===== src/rtl/multicycle_phase_sequencer_pkg.sv =====
// Shared definitions for the multicycle phase sequencer.
//   state_e  : sequencer states (IDLE, IF, ID, REG, EX, MEM, WB, FRZ, HALT)
//   PH_*     : bit positions of the one-hot phase enables
//   class_e  : latched instruction class, decoded from the opcode in ID
//   *_DEF    : default MIPS opcodes
package multicycle_phase_sequencer_pkg;

    typedef enum logic [3:0] {
        ST_IDLE,
        ST_IF,
        ST_ID,
        ST_REG,
        ST_EX,
        ST_MEM,
        ST_WB,
        ST_FRZ,
        ST_HALT
    } state_e;

    localparam int unsigned PH_IF  = 0;
    localparam int unsigned PH_ID  = 1;
    localparam int unsigned PH_REG = 2;
    localparam int unsigned PH_EX  = 3;
    localparam int unsigned PH_MEM = 4;
    localparam int unsigned PH_WB  = 5;
    localparam int unsigned PH_W   = 6;

    typedef enum logic [2:0] {
        CL_NONE,
        CL_J,
        CL_BR,
        CL_LW,
        CL_SW,
        CL_ALU,
        CL_HALT
    } class_e;

    localparam logic [5:0] OP_J_DEF    = 6'h02;
    localparam logic [5:0] OP_BEQ_DEF  = 6'h04;
    localparam logic [5:0] OP_LW_DEF   = 6'h23;
    localparam logic [5:0] OP_SW_DEF   = 6'h2B;
    localparam logic [5:0] OP_HALT_DEF = 6'h3F;

    // Classes that bypass MEM or WB (everything except load).
    function automatic logic class_skips(input class_e c);
        return (c == CL_J) || (c == CL_BR) || (c == CL_SW) || (c == CL_ALU);
    endfunction

endpackage


===== src/rtl/tick_divider.sv =====
// Divides the clock into a one-cycle tick every DIV_COUNT enabled cycles.
//   clk_i  : clock
//   rst_n  : asynchronous active-low reset (counter to 0)
//   en_i   : count enable; low holds the counter
//   tick_o : high while enabled and the counter sits at DIV_COUNT-1
module tick_divider #(
    parameter int unsigned DIV_COUNT = 4
) (
    input  logic clk_i,
    input  logic rst_n,
    input  logic en_i,
    output logic tick_o
);

    localparam int unsigned DIV_W = (DIV_COUNT > 1) ? $clog2(DIV_COUNT) : 1;
    localparam logic [DIV_W-1:0] DIV_LAST = DIV_W'(DIV_COUNT - 1);

    logic [DIV_W-1:0] div_q, div_d;

    always_comb begin
        div_d = div_q;
        if (en_i) begin
            div_d = (div_q == DIV_LAST) ? '0 : div_q + 1'b1;
        end
    end

    always_ff @(posedge clk_i or negedge rst_n) begin
        if (!rst_n) begin
            div_q <= '0;
        end else begin
            div_q <= div_d;
        end
    end

    assign tick_o = en_i && (div_q == DIV_LAST);

endmodule


===== src/rtl/multicycle_phase_sequencer.sv =====
// Multicycle MIPS phase sequencer: one-hot IF/ID/REG/EX/MEM/WB enables
// advanced on a divided tick, with opcode-dependent shortcuts, memory
// wait ticks, pause (top_en) and instruction-boundary freeze (infer).
// Optional macro HALT_OPCODE_EN adds OP_HALT and halted_o.
//   fast_clk, rst_n   : clock, async active-low reset
//   top_en            : run enable (pauses divider and state)
//   infer             : freeze request, honoured at instruction boundary
//   opcode            : opcode from the instruction register
//   tick_o            : divided tick
//   phase_o           : one-hot {WB,MEM,EX,REG,ID,IF}
//   ju_o, br_o, sk_o  : latched class flags (jump, branch, skips MEM/WB)
//   instr_done        : one-cycle pulse per retired instruction
//   frozen            : high in FRZ
//   instr_count       : retired instruction count (wraps)
//   halted_o          : high in HALT (HALT_OPCODE_EN only)
module multicycle_phase_sequencer
    import multicycle_phase_sequencer_pkg::*;
#(
    parameter int unsigned     DIV_COUNT = 4,
    parameter int unsigned     MEM_TICKS = 2,
    parameter int unsigned     OP_W      = 6,
    parameter logic [OP_W-1:0] OP_J      = OP_W'(OP_J_DEF),
    parameter logic [OP_W-1:0] OP_BEQ    = OP_W'(OP_BEQ_DEF),
    parameter logic [OP_W-1:0] OP_LW     = OP_W'(OP_LW_DEF),
    parameter logic [OP_W-1:0] OP_SW     = OP_W'(OP_SW_DEF),
`ifdef HALT_OPCODE_EN
    parameter logic [OP_W-1:0] OP_HALT   = OP_W'(OP_HALT_DEF),
`endif
    parameter int unsigned     CNT_W     = 16
) (
    input  logic             fast_clk,
    input  logic             rst_n,
    input  logic             top_en,
    input  logic             infer,
    input  logic [OP_W-1:0]  opcode,
    output logic             tick_o,
    output logic [PH_W-1:0]  phase_o,
    output logic             ju_o,
    output logic             br_o,
    output logic             sk_o,
    output logic             instr_done,
    output logic             frozen,
`ifdef HALT_OPCODE_EN
    output logic             halted_o,
`endif
    output logic [CNT_W-1:0] instr_count
);

    localparam int unsigned WAIT_W = (MEM_TICKS > 1) ? $clog2(MEM_TICKS) : 1;
    localparam logic [WAIT_W-1:0] WAIT_LAST = WAIT_W'(MEM_TICKS - 1);

    state_e            state_q, state_d;
    class_e            cls_q, cls_d;
    logic [WAIT_W-1:0] wait_q, wait_d;
    logic              done_q, done_d;
    logic [CNT_W-1:0]  count_q, count_d;
    logic              tick;
    logic              boundary;

    tick_divider #(
        .DIV_COUNT(DIV_COUNT)
    ) u_tick_divider (
        .clk_i  (fast_clk),
        .rst_n  (rst_n),
        .en_i   (top_en),
        .tick_o (tick)
    );

    function automatic class_e decode(input logic [OP_W-1:0] op);
        if (op == OP_J)        return CL_J;
        else if (op == OP_BEQ) return CL_BR;
        else if (op == OP_LW)  return CL_LW;
        else if (op == OP_SW)  return CL_SW;
`ifdef HALT_OPCODE_EN
        else if (op == OP_HALT) return CL_HALT;
`endif
        else                   return CL_ALU;
    endfunction

    always_comb begin
        state_d  = state_q;
        cls_d    = cls_q;
        wait_d   = wait_q;
        done_d   = 1'b0;
        count_d  = count_q;
        boundary = 1'b0;
        if (tick) begin
            case (state_q)
                ST_IDLE: state_d = ST_IF;
                ST_IF: begin
                    if (wait_q == WAIT_LAST) begin
                        wait_d  = '0;
                        state_d = ST_ID;
                    end else begin
                        wait_d = wait_q + 1'b1;
                    end
                end
                ST_ID: begin
                    cls_d   = decode(opcode);
                    state_d = ST_REG;
                end
                ST_REG: state_d = ST_EX;
                ST_EX: begin
                    case (cls_q)
                        CL_J, CL_BR:  boundary = 1'b1;
                        CL_LW, CL_SW: state_d  = ST_MEM;
                        CL_HALT: begin
                            state_d = ST_HALT;
                            done_d  = 1'b1;
                            count_d = count_q + 1'b1;
                        end
                        default:      state_d  = ST_WB;
                    endcase
                end
                ST_MEM: begin
                    if (wait_q == WAIT_LAST) begin
                        wait_d = '0;
                        if (cls_q == CL_SW) begin
                            boundary = 1'b1;
                        end else begin
                            state_d = ST_WB;
                        end
                    end else begin
                        wait_d = wait_q + 1'b1;
                    end
                end
                ST_WB: boundary = 1'b1;
                ST_FRZ: begin
                    if (!infer) begin
                        state_d = ST_IF;
                    end
                end
                default: state_d = state_q;
            endcase
        end
        if (boundary) begin
            done_d  = 1'b1;
            count_d = count_q + 1'b1;
            state_d = infer ? ST_FRZ : ST_IF;
        end
        // Class flags stay valid through FRZ and drop only when a new
        // instruction fetch begins.
        if ((state_d == ST_IF) && (state_q != ST_IF)) begin
            cls_d = CL_NONE;
        end
    end

    always_ff @(posedge fast_clk or negedge rst_n) begin
        if (!rst_n) begin
            state_q <= ST_IDLE;
            cls_q   <= CL_NONE;
            wait_q  <= '0;
            done_q  <= 1'b0;
            count_q <= '0;
        end else begin
            state_q <= state_d;
            cls_q   <= cls_d;
            wait_q  <= wait_d;
            done_q  <= done_d;
            count_q <= count_d;
        end
    end

    always_comb begin
        phase_o = '0;
        case (state_q)
            ST_IF:   phase_o[PH_IF]  = 1'b1;
            ST_ID:   phase_o[PH_ID]  = 1'b1;
            ST_REG:  phase_o[PH_REG] = 1'b1;
            ST_EX:   phase_o[PH_EX]  = 1'b1;
            ST_MEM:  phase_o[PH_MEM] = 1'b1;
            ST_WB:   phase_o[PH_WB]  = 1'b1;
            default: phase_o = '0;
        endcase
    end

    assign tick_o      = tick;
    assign ju_o        = (cls_q == CL_J);
    assign br_o        = (cls_q == CL_BR);
    assign sk_o        = class_skips(cls_q);
    assign instr_done  = done_q;
    assign frozen      = (state_q == ST_FRZ);
    assign instr_count = count_q;
`ifdef HALT_OPCODE_EN
    assign halted_o    = (state_q == ST_HALT);
`endif

endmodule

===== config.mk =====
export PLATFORM = sky130hd
export DESIGN_NAME = multicycle_phase_sequencer
export DESIGN_NICKNAME = d
export VERILOG_FILES = /design/src/rtl/multicycle_phase_sequencer_pkg.sv /design/src/rtl/tick_divider.sv /design/src/rtl/multicycle_phase_sequencer.sv
export SDC_FILE = /design/constraint.sdc
export NUM_CORES = 1
export LEC_CHECK = 0
export ABC_AREA = 1
export CORE_MARGIN = 2
export CORE_UTILIZATION = 51
export DETAILED_ROUTE_END_ITERATION = 10
export PLACE_DENSITY = 0.8
export SETUP_SLACK_MARGIN = 0.3
export SYNTH_ARGS = -nofsm -noshare
export SYNTH_HDL_FRONTEND = slang
export SYNTH_SLANG_ARGS = --single-unit

===== constraint.sdc =====
create_clock -name fast_clk -period 2.3 [get_ports fast_clk]
set_input_delay 0.46 -clock fast_clk [delete_from_list [all_inputs] [get_ports fast_clk]]
set_output_delay 0.46 -clock fast_clk [all_outputs]
set_load 0.01 [all_outputs]

# == Yosys cells after proc, flatten, opt, wreduce, memory -nomap -nowiden ==
# Index checks and enable logic that the tools add are counted.
# totals
output_inout_bits,28
register_bits,27
# op_classes
muxes,37
addsub,3
n_eq_ne,20
n_reduce_logical,17
# op_table
cell,n
$mux W16,4
$pmux W4 S7,1
$mux W4,6
$mux W3,7
$add A16 B1 Y16 const B,1
$eq A4 B3 Y1 const B,4
$mux W1,16
$eq A6 B6 Y1 const B,2
$pmux W4 S3,1
$reduce_bool A2 Y1,5
$eq A3 B3 Y1 const B,3
$eq A4 B1 Y1 const B,2
$eq A4 B2 Y1 const B,2
$eq A3 B2 Y1 const B,2
$eq A6 B2 Y1 const B,1
$eq A6 B3 Y1 const B,1
$reduce_or A2 Y1,3
$logic_not A4 Y1,1
$ne A4 B1 Y1 const B,1
$reduce_and A2 Y1,2
$eq A3 B1 Y1 const B,1
$logic_or A1 B1 Y1,3
$pmux W1 S3,1
$reduce_and A3 Y1,1
5 further kinds,6

# == Longest topological paths before layout ==
# depth
word_depth,10
depth_mapped,11
mapped_depth_nobuf,11

# == Modules after synthesis ==
# From an unflattened synthesis, not the netlist that was laid out.
# hier_totals
hier_cells,240
area_unflattened_um2,1727.9
# by_module_without_submodules
module,cells_each,instances,area_per_inst_um2
multicycle_phase_sequencer,227,1,1627.8
tick_divider,13,1,100.1

# == Worst setup path after synthesis ==
# No wires, ideal clock.
# synth_path
path_type,flip-flop to flip-flop
start,register state_q[0]
end,"register count_q[13], in the netlist instr_count[13]"
path_slack_ps,660
arrival_time_ps,1515
setup_time_ps,125
path_buffers,1
stages_incl_launch_ff,10
cell_sequence,dfrtp_1 -> nor2_1 -> inv_2 -> nor2_4 -> nand2_2 -> nand3_4 -> nand2_4 -> nand2_4 -> buf_6 -> mux2_4
# synth_between
elab_chain_cells,5
elab_cells_between_ends,10
# synth_lines
element,line,text
from (decl),multicycle_phase_sequencer.sv:52,"state_e state_q, state_d;"
from (signal assigned),multicycle_phase_sequencer.sv:156,state_q <= state_d;
$eq A4 B3 Y1,multicycle_phase_sequencer.sv:88,case (state_q)
$pmux W1 S3,multicycle_phase_sequencer.sv:88,
$mux W1,multicycle_phase_sequencer.sv:87,if (tick) begin
$reduce_bool A2 Y1 (no line),n/a,
$reduce_and A3 Y1 (no line),n/a,
to (signal assigned),multicycle_phase_sequencer.sv:160,count_q <= count_d;
to (decl),multicycle_phase_sequencer.sv:56,"logic [CNT_W-1:0] count_q, count_d;"
# Parallel ways exist; a longest one is shown, timed or not.
# A chain may end at the register's enable or synchronous reset.

# == Final worst setup path ==
# layout_path
start,register state_q[0]
end,output phase_o[1]
# layout_between
elab_chain_cells,2
# layout_lines
element,line,text
$eq A4 B2 Y1,multicycle_phase_sequencer.sv:166,case (state_q)
$mux W1,multicycle_phase_sequencer.sv:166,
to (decl),multicycle_phase_sequencer.sv:37,"output logic [PH_W-1:0] phase_o,"
# No other way between the ends.

==> results by group <==
Status
  – Outcome: finished, final reports clean

Clock network
  – CTS Sinks: 27
  – CTS Buf Count: 3
  – Clock transition at path regs: 0.14 ns
  – Max Root-Sink Buffers: 2
  – Clock tree root buffer cell: clkbuf_4
  – H-tree levels: 1
  – TritonCTS clock tree: built
  – Clock Latency Late Sink: 0.33 ns

Power
  – Internal power: 0.000616 W
  – Sw Pwr: 0.000205 W
  – Sw Share: 24.9%
  – Worst vdd ir: 256 uV
  – Leak: 1.21 nW
  – Pwr/cell area: 349 mW/mm^2
  – Clock power share: 24.9%
  – Sequential Power Share: 61.4%
  – Comb pwr share: 13.7%

Routing
  – Drt pass-1 iters: 4
  – DR vias: 1657
  – Post-route DRC violation count: 0
  – ANT nets after route: 0
  – Drt via density: 4.99
  – Routed wire length: 3.81 mm
  – Initial drt markers: 128
  – Avg WL per Cell: 11.5 um

Critical path
  – Crit path kind: flip-flop to output port
  – Worst Path Arrival: 1.68 ns
  – Crit Path Max Fanout: 7
  – Internal reg-to-reg setup slack: 0.45 ns
  – Crit end category: output port
  – WP data required: 1.84 ns
  – Crit start category: flip-flop

Global route
  – Largest net degree at the start of global routing: 28
  – GR peak layer: met2
  – Vias in the first global route: 1576
  – Met2 Use GR: 37.0%
  – First-pass GRT wire length: 6.71 mm
  – Antenna violations before repair: 0
  – Met1 usage: 25.1%
  – Overall routing resource usage: 20.7%
  – Remaining Overflow, GRT: 0
  – Met3 Usage GRT: 3.21%

Place
  – Dpl cells: 321
  – RePlAce Congestion: 0.925
  – IO buf count: 37
  – DP Wirelength: 2.88 mm

Die
  – Core box area: 0.00336 mm^2
  – # rows: 21
  – Initial Utilization: 53.4%
  – Boundary Pins: 38
  – Die Wd: 63.4 um
  – Die boundary height: 63.4 um
  – Full die area: 0.00401 mm^2

Logic synthesis
  – Synth Warn #: 0
  – Synth Net Count: 248
  – Synth cell types: 30
  – Syn Std Cell Area: 0.00180 mm^2
  – Synth Register Bits: 27
  – Sequential share of the synthesized area: 37.6%
  – Cells after Synth: 236
  – Post-Syn Area per Cell: 7.61 um^2
  – Synth area leader: dfrtp_1
  – Post-synth top area share: 37.6%
  – Synth area leaders: dfrtp_1, nand2_1, inv_1

Flow run
  – MaxCap Viol Count: 0

Final layout
  – Layout Nets: 299
  – Fillers: 288
  – Fin cells: 332
  – Final Util: 69.9%
  – Antenna diodes: 0
  – Layout cell share with drive strength beyond 1: 18.9%
  – Area delta synth->final: 30.8%

STA
  – Slew Viols, Final: 0
  – Hold Vio Cnt, Final: 0
  – Setup TNS: 0 ns
  – Fmax: 467 MHz
  – Skew final: 0.00466 ns
  – Max_slew headroom: 78.2%
  – Slew @ Worst Pin: 0.328 ns
  – Final setup viols: 0
  – Unrepaired setup endpoints after global routing: true
  – Final critical-path share of the clock period: 93.1%
  – Post-layout min period: 2.14 ns

Min path
  – Hold Path Class: input port to async pin
[layout by cell type, fill, tap and decap left out, types with 4 or more instances in the layout]
master / n
nand2_1: 50
inv_1: 37
clkdlybuf4s50_1: 28
dfrtp_1: 24
nor2_1: 22
nand3_1: 19
xor2_1: 13
buf_4: 11
o21ai_0: 10
a21oi_1: 7
nor2_2: 6
nand2_2: 6
nor3_1: 6
nand4_1: 4
[kinds of logic (layout without fill, tap and decap cells)]
| group | after synthesis | in the layout | synth area share [%] |
|---|---|---|---|
| DFF | 27 | 27 | 37.6 |
| muxes | 4 | 4 | 3.13 |
| adders and majority gates | 2 | 2 | 1.39 |
| xor gates and xnor gates | 16 | 16 | 8.64 |
| and+or+nand+nor | 126 | 126 | 34.4 |
| buffers and inverters | 42 | 92 | 9.26 |
| AOI/OAI and AO/OA | 19 | 19 | 5.57 |
[metrics by stage]
step	cell area, um^2	hold slack (ns)	power, W	setup slack (ns)
6_report	2350	0.471	0.000821	0.159
5_1_grt	2350	0.497	0.000875	0.0698
4_1_cts	2300	0.493	0.000826	0.123
3_5_place_dp	2240	0.475	0.000632	0.0747
3_3_place_gp	2240	0.467	0.000625	0.135
2_1_floorplan	1800	0.164	0.000565	0.660
[timing repair]
item                                    CTS  global route
endpoints found under the setup margin   10            14
hold buffers                              0             0
resized for setup                        12            16
hold endpoints to repair                  0             0
cloned                                    0             0
buffers inserted                          4             3
[cells in the mapped netlist]
master	instances
nor2_1	26
nand4_4	1
mux2_2	1
nand3b_1	1
nor3_2	1
nand2_1	50
buf_2	1
buf_6	1
nor2_2	3
inv_1	37
or2_2	1
o31ai_1	1
xnor2_1	1
dfrtp_1	27
a21boi_1	1
nand2_2	6
xor2_1	13
nand3_4	1
nor2_4	1
nand4_1	4
mux2_4	3
nand3_1	20
inv_2	3
xnor2_2	2
nand2_4	2
a21oi_1	7
ha_1	2
nor3_1	7
nand3_2	2
o21ai_0	10
[routing by layer]
metal  vias up  wire [um]
met2        52       1910
li1        844          -
met5         -          0
met4         0         46
met1       754       1630
met3         7        228
[worst paths after layout]
check / start / to / cells after the start
min in group fast_clk: u_tick_divider.div_q[0] / u_tick_divider.div_q[0] / 1
worst max-delay path: state_q[0] / phase_o[1] / 4
worst min register to register: u_tick_divider.div_q[0] / u_tick_divider.div_q[0] / 1
worst min-delay path: rst_n / instr_count[14] / 2
max in group asynchronous: rst_n / state_q[2] / 2
worst max register to register: state_q[1] / instr_count[5] / 12
[state kept, by name, summed over array words and instances (netlist names)]
signal,flops
cls_q,3
instr_count,16
instr_done,1
state_q,4
u_tick_divider.div_q,2
wait_q,1
[layout make-up]
class / instances / area (um^2) / share of cell area, %
inverters: 40 / 150 / 6.39
well taps: 46 / 57.6 / 2.45
clock buffers: 3 / 22.5 / 0.958
repair buffers: 48 / 444 / 18.9
flip-flops and latches: 27 / 679 / 28.9
multi-input cells: 167 / 992 / 42.2
clock inverters: 1 / 5.00 / 0.213
[critical path, stage by stage, from the launching register on]
cell and delay (ns):
dfrtp_2 0.48, nor2_2 0.15, nand2_1 0.12, inv_1 0.07, clkdlybuf4s50_1 0.53
[power groups by stage]
| stage | sequential [W] | clock [W] | combinational, W |
|---|---|---|---|
| 2_1_floorplan | 0.000512 | 0 | 0.0000538 |
| 3_3_place_gp | 0.000512 | 0 | 0.000112 |
| 3_5_place_dp | 0.000515 | 0 | 0.000118 |
| 4_1_cts | 0.000505 | 0.000206 | 0.000115 |
| 5_1_grt | 0.000509 | 0.000230 | 0.000135 |
| 6_report | 0.000505 | 0.000204 | 0.000113 |
(Power assumes the default switching activity.)
